--- config.mk ---
export PLATFORM = sky130hd
export DESIGN_NAME = alu_iter
export DESIGN_NICKNAME = d
export VERILOG_FILES = /design/src/rtl/alu_iter.sv
export SDC_FILE = /design/constraint.sdc
export NUM_CORES = 1
export LEC_CHECK = 0
export CAP_MARGIN = 20
export CORE_MARGIN = 4
export CORE_UTILIZATION = 55
export CTS_CLUSTER_SIZE = 8
export DETAILED_ROUTE_END_ITERATION = 10
export PLACE_DENSITY = 0.76
export RECOVER_POWER = 25
export SYNTH_ARGS = -nofsm -noshare
export SYNTH_HDL_FRONTEND = slang
export SYNTH_SLANG_ARGS = --single-unit
--- constraint.sdc ---
create_clock -name clk -period 6.1 [get_ports clk]
set_input_delay 0.915 -clock clk [delete_from_list [all_inputs] [get_ports clk]]
set_output_delay 0.915 -clock clk [all_outputs]
set_load 0.05 [all_outputs]
--- src/rtl/alu_iter.sv ---
// rtl/alu_iter.sv - iterative 32-bit ALU: single-cycle logic/arith, 32-step multiply and divide
// Ports:
//   clk, rst_n   rising-edge clock, asynchronous active-low reset
//   IA           operation: ADD SUB MULT DIV OR AND SLT SLL(NOP when Sh=0)
//   A, B, Sh     operands and shift amount, captured on an accepted Start
//   Start        request, honoured only while idle
//   Res, ResHi   result low/high word (MULT product, DIV quotient/remainder)
//   Zero         Res == 0
//   Busy         multiply/divide iteration in progress
//   Done         one-cycle pulse when the result registers update
//   DivZ         last completed operation was a divide by zero
module alu_iter (
  input  logic        clk,
  input  logic        rst_n,
  input  logic [2:0]  IA,
  input  logic [31:0] A,
  input  logic [31:0] B,
  input  logic [4:0]  Sh,
  input  logic        Start,
  output logic [31:0] Res,
  output logic [31:0] ResHi,
  output logic        Zero,
  output logic        Busy,
  output logic        Done,
  output logic        DivZ
);

  localparam logic [2:0] OP_ADD = 3'b000;
  localparam logic [2:0] OP_SUB = 3'b001;
  localparam logic [2:0] OP_MUL = 3'b010;
  localparam logic [2:0] OP_DIV = 3'b011;
  localparam logic [2:0] OP_OR  = 3'b100;
  localparam logic [2:0] OP_AND = 3'b101;
  localparam logic [2:0] OP_SLT = 3'b110;
  localparam logic [2:0] OP_SLL = 3'b111;

  typedef enum logic [1:0] {S_IDLE, S_MUL, S_DIV, S_FIN} state_t;

  state_t      r_state;
  logic [31:0] r_res;
  logic [31:0] r_reshi;
  logic        r_zero;
  logic        r_busy;
  logic        r_done;
  logic        r_divz;
  // Shared iteration datapath: r_hi is the product high half / partial
  // remainder, r_lo the multiplier / dividend being shifted out.
  logic [31:0] r_hi;
  logic [31:0] r_lo;
  logic [31:0] r_b;
  logic [4:0]  r_cnt;

  logic [31:0] w_single;
  logic [32:0] w_mul_sum;
  logic [31:0] w_div_low;
  logic        w_div_ge;
  logic [31:0] w_div_sub;
  logic [31:0] w_next_hi;
  logic [31:0] w_next_lo;

  always_comb begin
    w_single = '0;
    case (IA)
      OP_ADD:  w_single = A + B;
      OP_SUB:  w_single = A - B;
      OP_OR:   w_single = A | B;
      OP_AND:  w_single = A & B;
      OP_SLT:  w_single = {31'd0, ($signed(A) < $signed(B))};
      OP_SLL:  w_single = B << Sh;
      default: w_single = '0;
    endcase
  end

  // Multiply step: add multiplicand when the multiplier LSB is set, then
  // shift the 65-bit {carry, hi, lo} right by one.
  assign w_mul_sum = {1'b0, r_hi} + (r_lo[0] ? {1'b0, r_b} : 33'd0);

  // Divide step: shifted remainder is {r_hi, r_lo[31]} (33 bits). Its top bit
  // is r_hi[31]; if set the value already exceeds any 32-bit divisor, and the
  // 32-bit modulo difference is still exact because the true result < 2^32.
  assign w_div_low = {r_hi[30:0], r_lo[31]};
  assign w_div_ge  = r_hi[31] | (w_div_low >= r_b);
  assign w_div_sub = w_div_low - r_b;

  always_comb begin
    w_next_hi = w_mul_sum[32:1];
    w_next_lo = {w_mul_sum[0], r_lo[31:1]};
    if (r_state == S_DIV) begin
      w_next_hi = w_div_ge ? w_div_sub : w_div_low;
      w_next_lo = {r_lo[30:0], w_div_ge};
    end
  end

  always_ff @(posedge clk or negedge rst_n) begin
    if (!rst_n) begin
      r_state <= S_IDLE;
      r_res   <= '0;
      r_reshi <= '0;
      r_zero  <= 1'b1;
      r_busy  <= 1'b0;
      r_done  <= 1'b0;
      r_divz  <= 1'b0;
      r_hi    <= '0;
      r_lo    <= '0;
      r_b     <= '0;
      r_cnt   <= '0;
    end else begin
      r_done <= 1'b0;
      case (r_state)
        S_IDLE: begin
          if (Start) begin
            if (IA == OP_MUL || (IA == OP_DIV && B != '0)) begin
              r_hi    <= '0;
              r_lo    <= A;
              r_b     <= B;
              r_cnt   <= '0;
              r_busy  <= 1'b1;
              r_state <= (IA == OP_MUL) ? S_MUL : S_DIV;
            end else if (IA == OP_DIV) begin
              r_res   <= '1;
              r_reshi <= A;
              r_zero  <= 1'b0;
              r_divz  <= 1'b1;
              r_done  <= 1'b1;
            end else begin
              r_res   <= w_single;
              r_reshi <= '0;
              r_zero  <= (w_single == '0);
              r_divz  <= 1'b0;
              r_done  <= 1'b1;
            end
          end
        end
        S_MUL, S_DIV: begin
          r_hi  <= w_next_hi;
          r_lo  <= w_next_lo;
          r_cnt <= r_cnt + 5'd1;
          // The 32nd step writes straight into the result registers so the
          // FIN cycle carries Done.
          if (r_cnt == 5'd31) begin
            r_res   <= w_next_lo;
            r_reshi <= w_next_hi;
            r_zero  <= (w_next_lo == '0);
            r_divz  <= 1'b0;
            r_done  <= 1'b1;
            r_busy  <= 1'b0;
            r_state <= S_FIN;
          end
        end
        S_FIN:   r_state <= S_IDLE;
        default: r_state <= S_IDLE;
      endcase
    end
  end

  assign Res   = r_res;
  assign ResHi = r_reshi;
  assign Zero  = r_zero;
  assign Busy  = r_busy;
  assign Done  = r_done;
  assign DivZ  = r_divz;

endmodule

; After elaboration in Yosys (flattened, before gate mapping)
; Index checks and enable logic that the tools add are counted.
[op_classes]
n_addsub = 5
order_cmp = 2
n_eq_ne = 15
shift = 1
n_mux = 46
bitwise_logic = 3
n_reduce_logical = 14
[op_table]
columns = op, n
row1 = $mux 32, 16
row2 = $pmux 32 s2, 4
row3 = $pmux 32 s6, 1
row4 = $logic_not 32->1, 2
row5 = $sub 32x32->32, 2
row6 = $add 32x32->33, 1
row7 = $add 32x32->32, 1
row8 = $and 32x32->32, 1
row9 = $ge 32x32->1, 1
row10 = $lt 32x32->1, 1
row11 = $or 32x32->32, 1
row12 = $reduce_bool 32->1, 1
row13 = $shl 32x5->32, 1
row14 = $mux 1, 13
row15 = $eq 3x3->1 const B, 4
row16 = $mux 5, 2
row17 = $pmux 5 s2, 1
row18 = $reduce_and 3->1, 3
row19 = $mux 2, 4
row20 = $ne 2x2->1 const B, 4
row21 = $pmux 1 s2, 4
row22 = $reduce_and 4->1, 2
row23 = $eq 3x2->1 const B, 2
row24 = $pmux 2 s3, 1
row25 = 12 further kinds, 13
[totals]
regBits = 171
input_bits = 75
output_inout_bits = 68
word_cells = 97

; Longest topological paths before layout
; Gate-level depths: netlist of run 1.
[depth]
ltp_word = 7
mapped_depth = 16

; Worst setup path before layout of run 1
; OpenSTA, ideal clock, no wires.
[synth_path]
path_type = in2reg
from = in B[2]
to = reg r_zero, in the netlist Zero
setup_ns = 0.086
arrival_time_ns = 4.087
path_slack_ns = 1.926
path_stages = 15
n_path_buf = 2
cell_sequence = clkbuf_1 -> inv_1 -> ha_1 -> buf_2 -> nor3_1 -> a2111oi_0 -> a2111o_1 -> a21boi_0 -> o41ai_1 -> xnor2_1 -> o21ai_0 -> a2111oi_1 -> and4_1 -> o2111ai_1 -> o31ai_2
[synth_between]
elab_chain_len = 7
word_cells_on_any_way = 17
cone_classes = add/sub: 2 / order compare: 1 / eq/ne: 1 / shift: 1 / mux: 5 / bitwise: 2 / reduce/logical: 5
[synth_rtl]
columns = element, line
row1 = "start, declared", 17  ; input logic [31:0] B,
row2 = "$sub 32x32->32, or another cell as far along", 65  ; OP_SUB: w_single = A - B;
row3 = $pmux 32 s6, 63  ; case (IA)
row4 = $logic_not 32->1, 128  ; r_zero <= (w_single == '0);
row5 = $mux 1, 119  ; end else if (IA == OP_DIV) begin
row6 = $mux 1, 112  ; if (IA == OP_MUL || (IA == OP_DIV && B != '0)) begin
row7 = $mux 1, 111  ; if (Start) begin
row8 = $pmux 1 s2, 109  ; case (r_state)
row9 = "end signal, assigned", 128
row10 = "end signal, assigned", 143  ; r_zero <= (w_next_lo == '0);
row11 = "end, declared", 42  ; logic r_zero;
; Several ways; a longest one is shown, not always the timed one. The select of a mux whose other input is x is not followed.
; A chain may end at the register's enable or synchronous reset.

; Worst setup path in the final report of run 1
[layout_path]
from = in B[10]
to = reg r_zero, in the netlist Zero
; Same word-level chain as after synthesis.

==> run_results.csv, run 1 <==
group,metric,value,unit
outcome,status,"complete, but fails checks",
outcome,violations,"max-capacitance violations, max-slew violations",
sta,drv_slew,136,
layout,stdcell_area,21100,sq um
placed_design,hpwl,58.5,mm
die,die_w,192,microns
sta,holdWs,477,ps
min_path,hp-class,"register to register",
synthesis,synth-edff-count,0,
placed_design,port_buffers,142,
cts,path_clk_slew,70,ps
cts,postCtsSetupBuffers,0,
worst_setup_path,start_kind,"input port",
global_route,grt_pass1_wl,113,mm
layout,final_common_cell,"nand2_1",
die,die_y,192,microns
layout,multiInputGateArea,13300,sq um
sta,rsz0062_at_grt,"false",
sta,setup_viol,0,
power_and_ir_drop,ir_worst_vdd,0.430,mV
detailed_routing,drc,0,
global_route,grt_max_degree,82,
cts,cts_buffers,17,
die,start_util,55.8,%
sta,hold_violations,0,
die,core_area,33500,sq um
sta,finClkSkew,12.4,ps
layout,final_cell_mix,"nand2_1 (341), o21ai_0 (245), a21oi_1 (209)",
detailed_routing,routed_wl,75.5,mm
synthesis,synth_nets,2717,
layout,final_cells,2975,
global_route,gr-total-overflow,0,
cts,clkSinkCount,171,
worst_setup_path,cp-end-kind,"register",
detailed_routing,drtAntennaViolNets,0,
worst_setup_path,cp.arrival,5500,ps
synthesis,avgSynthCellArea,7.58,sq um
synthesis,synth.cell_area,18700,sq um
worst_setup_path,cp.required,6470,ps
sta,relSlewSlack,-81.9,%
cts,clk_latency,450,ps
power_and_ir_drop,finalPower,10.8,mW
global_route,grt_pass1_vias,18712,
global_route,grt_usage,39.9,%
worst_setup_path,path_class,"input port to register",
sta,tightest_slew,2730,ps
global_route,use_met2,59.6,%
worst_setup_path,cp_max_fo,11,
detailed_routing,drtPass1Iterations,8,
power_and_ir_drop,leakage,9.30,nW
detailed_routing,num_vias,20056,
layout,fin_nets,2764,
die,die_area,37000,sq um
sta,timing.final.ws_setup,972,ps
min_path,hold_depth,2,
global_route,use_met1,53.5,%
worst_setup_path,r2r.worst_path.cells,13,
die,row_count,67,
sta,fmax,0.195,GHz
layout,final_util,62.8,%
cts,cts_tree,"built",
layout,final_layout_size_suffix_gt1_share,5.86,%
detailed_routing,drt_iter0_drc,2426,
layout,syn_to_final_growth,12.6,%
placed_design,placed_area,20500,sq um
cts,holdBufCountCts,0,
layout,seqCellArea,4280,sq um
placed_design,dp.cells,2941,
synthesis,synth-seq-cells,171,
placed_design,place.gp.congestion,1.06,
die,pin_count,143,
job,maxCapViolCount,3,
global_route,top_usage_layer,"met2",
cts,clk_path_buf_depth,2,
placed_design,dp_slack,675,ps
detailed_routing,via_per_inst,6.74,
sta,timing.setup.tns,0,ps
synthesis,ys_warn_count,0,
detailed_routing,post_drt_wl_per_cell,25.4,microns
synthesis,yosysUniqueCellTypes,92,
synthesis,yosys_most_used_dff,"dfrtp_1",
global_route,grt_use_met3,11.2,%
sta,period_minus_slack,5130,ps
cts,cts-root-buf,"clkbuf_16",
synthesis,async_flop_share,100,%
sta,period_share,84.1,%
cts,htree_levels,4,
layout,fillers,3025,
global_route,antenna_found_initial,5,
synthesis,seq_area_frac_synth,22.9,%
power_and_ir_drop,powerDensity,511,nW/um^2
cts,cts_resized,0,
synthesis,synthCells,2466,
==> per-layer routing <==
metal / vias to the layer above / part of all wire (%)
met4: 8 / 5.6
met5: - / 0.073
li1: 9016 / -
met1: 9517 / 40
met2: 1260 / 42
met3: 255 / 12
==> synth_stat cells (6+ instances only) <==
| cell | n | share of area (%) |
|---|---|---|
| a211oi_1 | 38 | 1.5 |
| a21o_1 | 60 | 2.4 |
| a21oi_1 | 211 | 5.6 |
| a221oi_1 | 15 | 0.70 |
| a22o_1 | 8 | 0.37 |
| a311oi_1 | 7 | 0.33 |
| a31oi_1 | 30 | 1.0 |
| and2_1 | 36 | 1.2 |
| and3_1 | 15 | 0.50 |
| buf_1 | 16 | 0.32 |
| buf_2 | 22 | 0.59 |
| clkbuf_1 | 120 | 2.4 |
| dfrtp_1 | 170 | 23 |
| ha_1 | 172 | 12 |
| inv_1 | 142 | 2.8 |
| mux2_2 | 12 | 0.72 |
| mux2i_1 | 56 | 3.0 |
| mux4_2 | 29 | 3.5 |
| nand2_1 | 341 | 6.8 |
| nand2b_1 | 24 | 0.80 |
| nand3_1 | 44 | 1.2 |
| nand4_1 | 27 | 0.90 |
| nor2_1 | 173 | 3.5 |
| nor2b_1 | 28 | 0.94 |
| nor3_1 | 44 | 1.2 |
| nor3b_1 | 6 | 0.24 |
| nor4_1 | 25 | 0.84 |
| o2111ai_1 | 6 | 0.28 |
| o211ai_1 | 24 | 0.96 |
| o21a_1 | 20 | 0.80 |
| o21ai_0 | 245 | 6.6 |
| o21ai_1 | 27 | 0.72 |
| o21bai_1 | 19 | 0.76 |
| o221ai_1 | 10 | 0.47 |
| o22a_1 | 7 | 0.33 |
| o22ai_1 | 24 | 0.80 |
| o31ai_1 | 10 | 0.40 |
| or3_1 | 13 | 0.43 |
| xnor2_1 | 45 | 2.1 |
| xor2_1 | 24 | 1.1 |
==> power by group <==
part | internal [mW] | leakage (nW) | switching [mW]
Sequential | 1.68 | 2.13 | 0.485
Clock | 0.611 | 0.283 | 0.519
Combinational | 2.58 | 6.90 | 4.88
Total | 4.87 | 9.30 | 5.88
==> area by class of cell <==
type / count / area share (%)
antenna: 1 / 0.0119
tap: 448 / 2.66
timing repair buffer: 187 / 8.35
clock inverter: 15 / 0.784
sequential: 171 / 20.3
clock buffer: 17 / 2.02
inverter: 145 / 2.58
multi-input combinational: 1991 / 63.3
==> registers in the layout (all words and copies together) (netlist names) <==
| signal | cells |
|---|---|
| Busy | 1 |
| DivZ | 1 |
| Done | 1 |
| Res | 32 |
| ResHi | 32 |
| Zero | 1 |
| r_b | 32 |
| r_cnt | 5 |
| r_hi | 32 |
| r_lo | 32 |
| r_state | 2 |
==> logic make-up after synthesis <==
logic type | count (synthesis) | synth area share [%]
xor+xnor | 69 | 3.23
fa+ha+maj | 176 | 11.9
mux | 103 | 7.97
simple gates | 802 | 19.7
buf+inv | 304 | 6.29
flops | 171 | 22.9
compound gates | 841 | 28.0
==> path summary, 6_finish.rpt <==
kind | startpoint | end | slack [ps]
worst max-delay path | B[10] | Zero | 970
worst min-delay path | Res[14] | Res[14] | 480
worst max register to register | r_hi[7] | ResHi[7] | 1440
worst min register to register | Res[14] | Res[14] | 480
max in group asynchronous | rst_n | DivZ | 1410
min in group asynchronous | rst_n | r_cnt[0] | 1310
==> critical path: stages <==
cell and delay [ps]:
clkdlybuf4s50_1 790, inv_1 140, ha_1 440, or2_1 310, or3_1 320, o221ai_1 400
o211ai_2 250, a2111oi_2 420, o21ai_0 170, a211oi_1 390, nand4_1 160, nor4_1 360
o2111ai_1 190, o31ai_2 250
Power figures use the tool's default switching activity.
==> run 2: changes to the inputs <==
--- a/config.mk
+++ b/config.mk
@@ -10,7 +10,7 @@
 export CORE_UTILIZATION = 55
 export CTS_CLUSTER_SIZE = 8
 export DETAILED_ROUTE_END_ITERATION = 10
-export PLACE_DENSITY = 0.76
+export PLACE_DENSITY = 0.79
 export RECOVER_POWER = 25
 export SYNTH_ARGS = -nofsm -noshare
 export SYNTH_HDL_FRONTEND = slang
==> constraint.sdc (replaced) <==
create_clock -name clk -period 4.44 [get_ports clk]
set_input_delay 0.666 -clock clk [delete_from_list [all_inputs] [get_ports clk]]
set_output_delay 0.666 -clock clk [all_outputs]
set_load 0.05 [all_outputs]
==> run 2 against run 1 <==
The flow still finishes with violations (max-capacitance violations, max-slew violations). Power increased by 43%. First-iteration DRC count increased by 10%. Final area rose by 7.7%. Combinational power increased by 45%. Worst setup slack lost 870 ps. Die area unchanged. Critical path depth up 2.
==> run_results.csv, run 2 (same netlist as run 1, synthesis figures left out) <==
group,metric,value,unit
min_path,hp-start,"r_cnt[4]",
worst_setup_path,r2r.worst_path.cells,16,
placed_design,place.gp.congestion,1.07,
cts,holdBufCountCts,0,
global_route,grt_max_degree,91,
power_and_ir_drop,finalPower,15.4,mW
detailed_routing,drt_iter0_drc,2668,
placed_design,port_buffers,142,
sta,tightest_slew,2270,ps
worst_setup_path,worstSetupPathDepth,16,
cts,cts-root-buf,"clkbuf_16",
worst_setup_path,cp.arrival,4700,ps
sta,setup_viol,0,
cts,cts_buffers,17,
worst_setup_path,r2r-start,"r_lo[31]",
layout,final_cell_mix,"nand2_1 (341), o21ai_0 (245), buf_4 (236)",
detailed_routing,drtAntennaViolNets,0,
power_and_ir_drop,ir_worst_vdd,0.613,mV
worst_setup_path,path_cells,"clkdlybuf4s50_1 -> inv_1 -> ha_1 -> inv_1 -> fa_1 -> nor2b_1 -> o21ai_1 -> a211oi_2 -> o211ai_2 -> a2111oi_2 -> o21ai_0 -> a211oi_1 -> nand4_1 -> nor4_1 -> o2111ai_1 -> o31ai_2",
layout,fin_nets,2964,
detailed_routing,num_vias,21167,
sta,relSlewSlack,-51.4,%
detailed_routing,routed_wl,79.1,mm
die,die_area,37000,sq um
sta,rsz0062_at_grt,"false",
die,start_util,55.8,%
worst_setup_path,cp_max_fo,4,
worst_setup_path,crit_start,"A[0]",
global_route,gr-total-overflow,0,
die,row_count,67,
cts,path_clk_slew,70,ps
worst_setup_path,slowest_stage,"clkdlybuf4s50_1",
cts,clk_path_buf_depth,2,
worst_setup_path,crit_family,"compound AO/OA/AOI/OAI gates",
cts,clkSinkCount,171,
placed_design,hpwl,61.9,mm
outcome,violations,"max-capacitance violations, max-slew violations",
layout,syn_to_final_growth,21.2,%
layout,antenna_cells,0,
sta,timing.final.ws_setup,106,ps
outcome,status,"complete, but fails checks",
global_route,grt_pass1_vias,20139,
min_path,hold_depth,2,
sta,period_minus_slack,4330,ps
die,pin_count,143,
cts,htree_levels,4,
cts,cts_tree,"built",
global_route,use_met1,55.2,%
global_route,use_met2,63.8,%
layout,final_layout_size_suffix_gt1_share,13.0,%
worst_setup_path,path_common_cell,"inv_1",
sta,hold_violations,0,
placed_design,dp_slack,-448,ps
layout,final_common_cell,"nand2_1",
worst_setup_path,cpPeakStageDelay,480,ps
placed_design,placed_area,22100,sq um
sta,period_share,97.6,%
sta,drv_slew,174,
worst_setup_path,cp-end-kind,"register",
sta,fmax,0.231,GHz
power_and_ir_drop,powerDensity,678,nW/um^2
worst_setup_path,start_kind,"input port",
min_path,hp-class,"register to register",
worst_setup_path,path_class,"input port to register",
die,core_area,33500,sq um
sta,timing.setup.tns,0,ps
global_route,grt_pass1_wl,119,mm
detailed_routing,post_drt_wl_per_cell,24.9,microns
power_and_ir_drop,leakage,10.3,nW
global_route,grt_use_met3,10.7,%
die,die_y,192,microns
die,die_w,192,microns
cts,clk_latency,460,ps
global_route,grt_usage,41.9,%
global_route,top_usage_layer,"met2",
layout,stdcell_area,22700,sq um
detailed_routing,drtPass1Iterations,6,
job,maxCapViolCount,2,
detailed_routing,drc,0,
worst_setup_path,cp.buffers_inverters,3,
sta,finClkSkew,14.0,ps
worst_setup_path,cp.required,4800,ps
global_route,antenna_found_initial,4,
detailed_routing,via_per_inst,6.67,
## run 2: final cells by class
cell class	instances	area, sq um
inverters	145	544
clock buffers	18	439
well taps	448	561
flip-flops and latches	171	4280
multi-input cells	1991	13300
repair buffers	387	3350
fillers	2803	10900
clock inverters	14	165
## run 2: layer usage
metal / vias up / part of all wire, %
li1: 9407 / -
met1: 10006 / 39
met2: 1447 / 43
met3: 297 / 12
met4: 10 / 6.1
met5: - / 0.20
## run 2: power breakdown
group / total, mW / leakage [nW] / switching, mW / internal [mW]
registers: 2.97 / 2.13 / 0.659 / 2.31
logic: 10.8 / 7.90 / 6.96 / 3.88
clock network: 1.57 / 0.280 / 0.712 / 0.856
## run 2: timing repair
item / CTS / global route
resized for setup: 1 / 5
endpoints found under the setup margin: 1 / 3
pin swaps: 0 / 1
setup buffers: 0 / 0
## run 2: path summary, 6_finish.rpt
check	to	slack, ps
max in group asynchronous	r_lo[10]	670
worst max register to register	ResHi[21]	280
worst max-delay path	Zero	110
min in group asynchronous	r_cnt[2]	820
worst min register to register	r_cnt[4]	480
worst min-delay path	r_cnt[4]	480
## run 2: worst reg2reg max path, stage by stage, from the launching register on
cell and delay, ps:
dfrtp_1 420, inv_1 70, ha_1 240, fa_1 430, nand2b_1 160, a21boi_0 260, o21ai_0 170, a21oi_1 200
buf_4 200, a2111o_1 220, a211oi_1 120, nor2b_2 440, buf_12 240, nand4_1 120, a31oi_1 320, a21oi_1 220
o21ai_1 240
## run 2: metrics by stage
| stage | utilization [%] | cells | hold slack (ps) |
|---|---|---|---|
| 3_5_place_dp | 65.8 | 3142 | 456 |
| 5_1_grt | 67.6 | 3174 | 518 |
| 2_1_floorplan | - | 2466 | 370 |
| 4_1_cts | 67.6 | 3174 | 302 |
| 6_report | 67.6 | 3174 | 481 |
| 3_3_place_gp | 65.8 | 3142 | 452 |
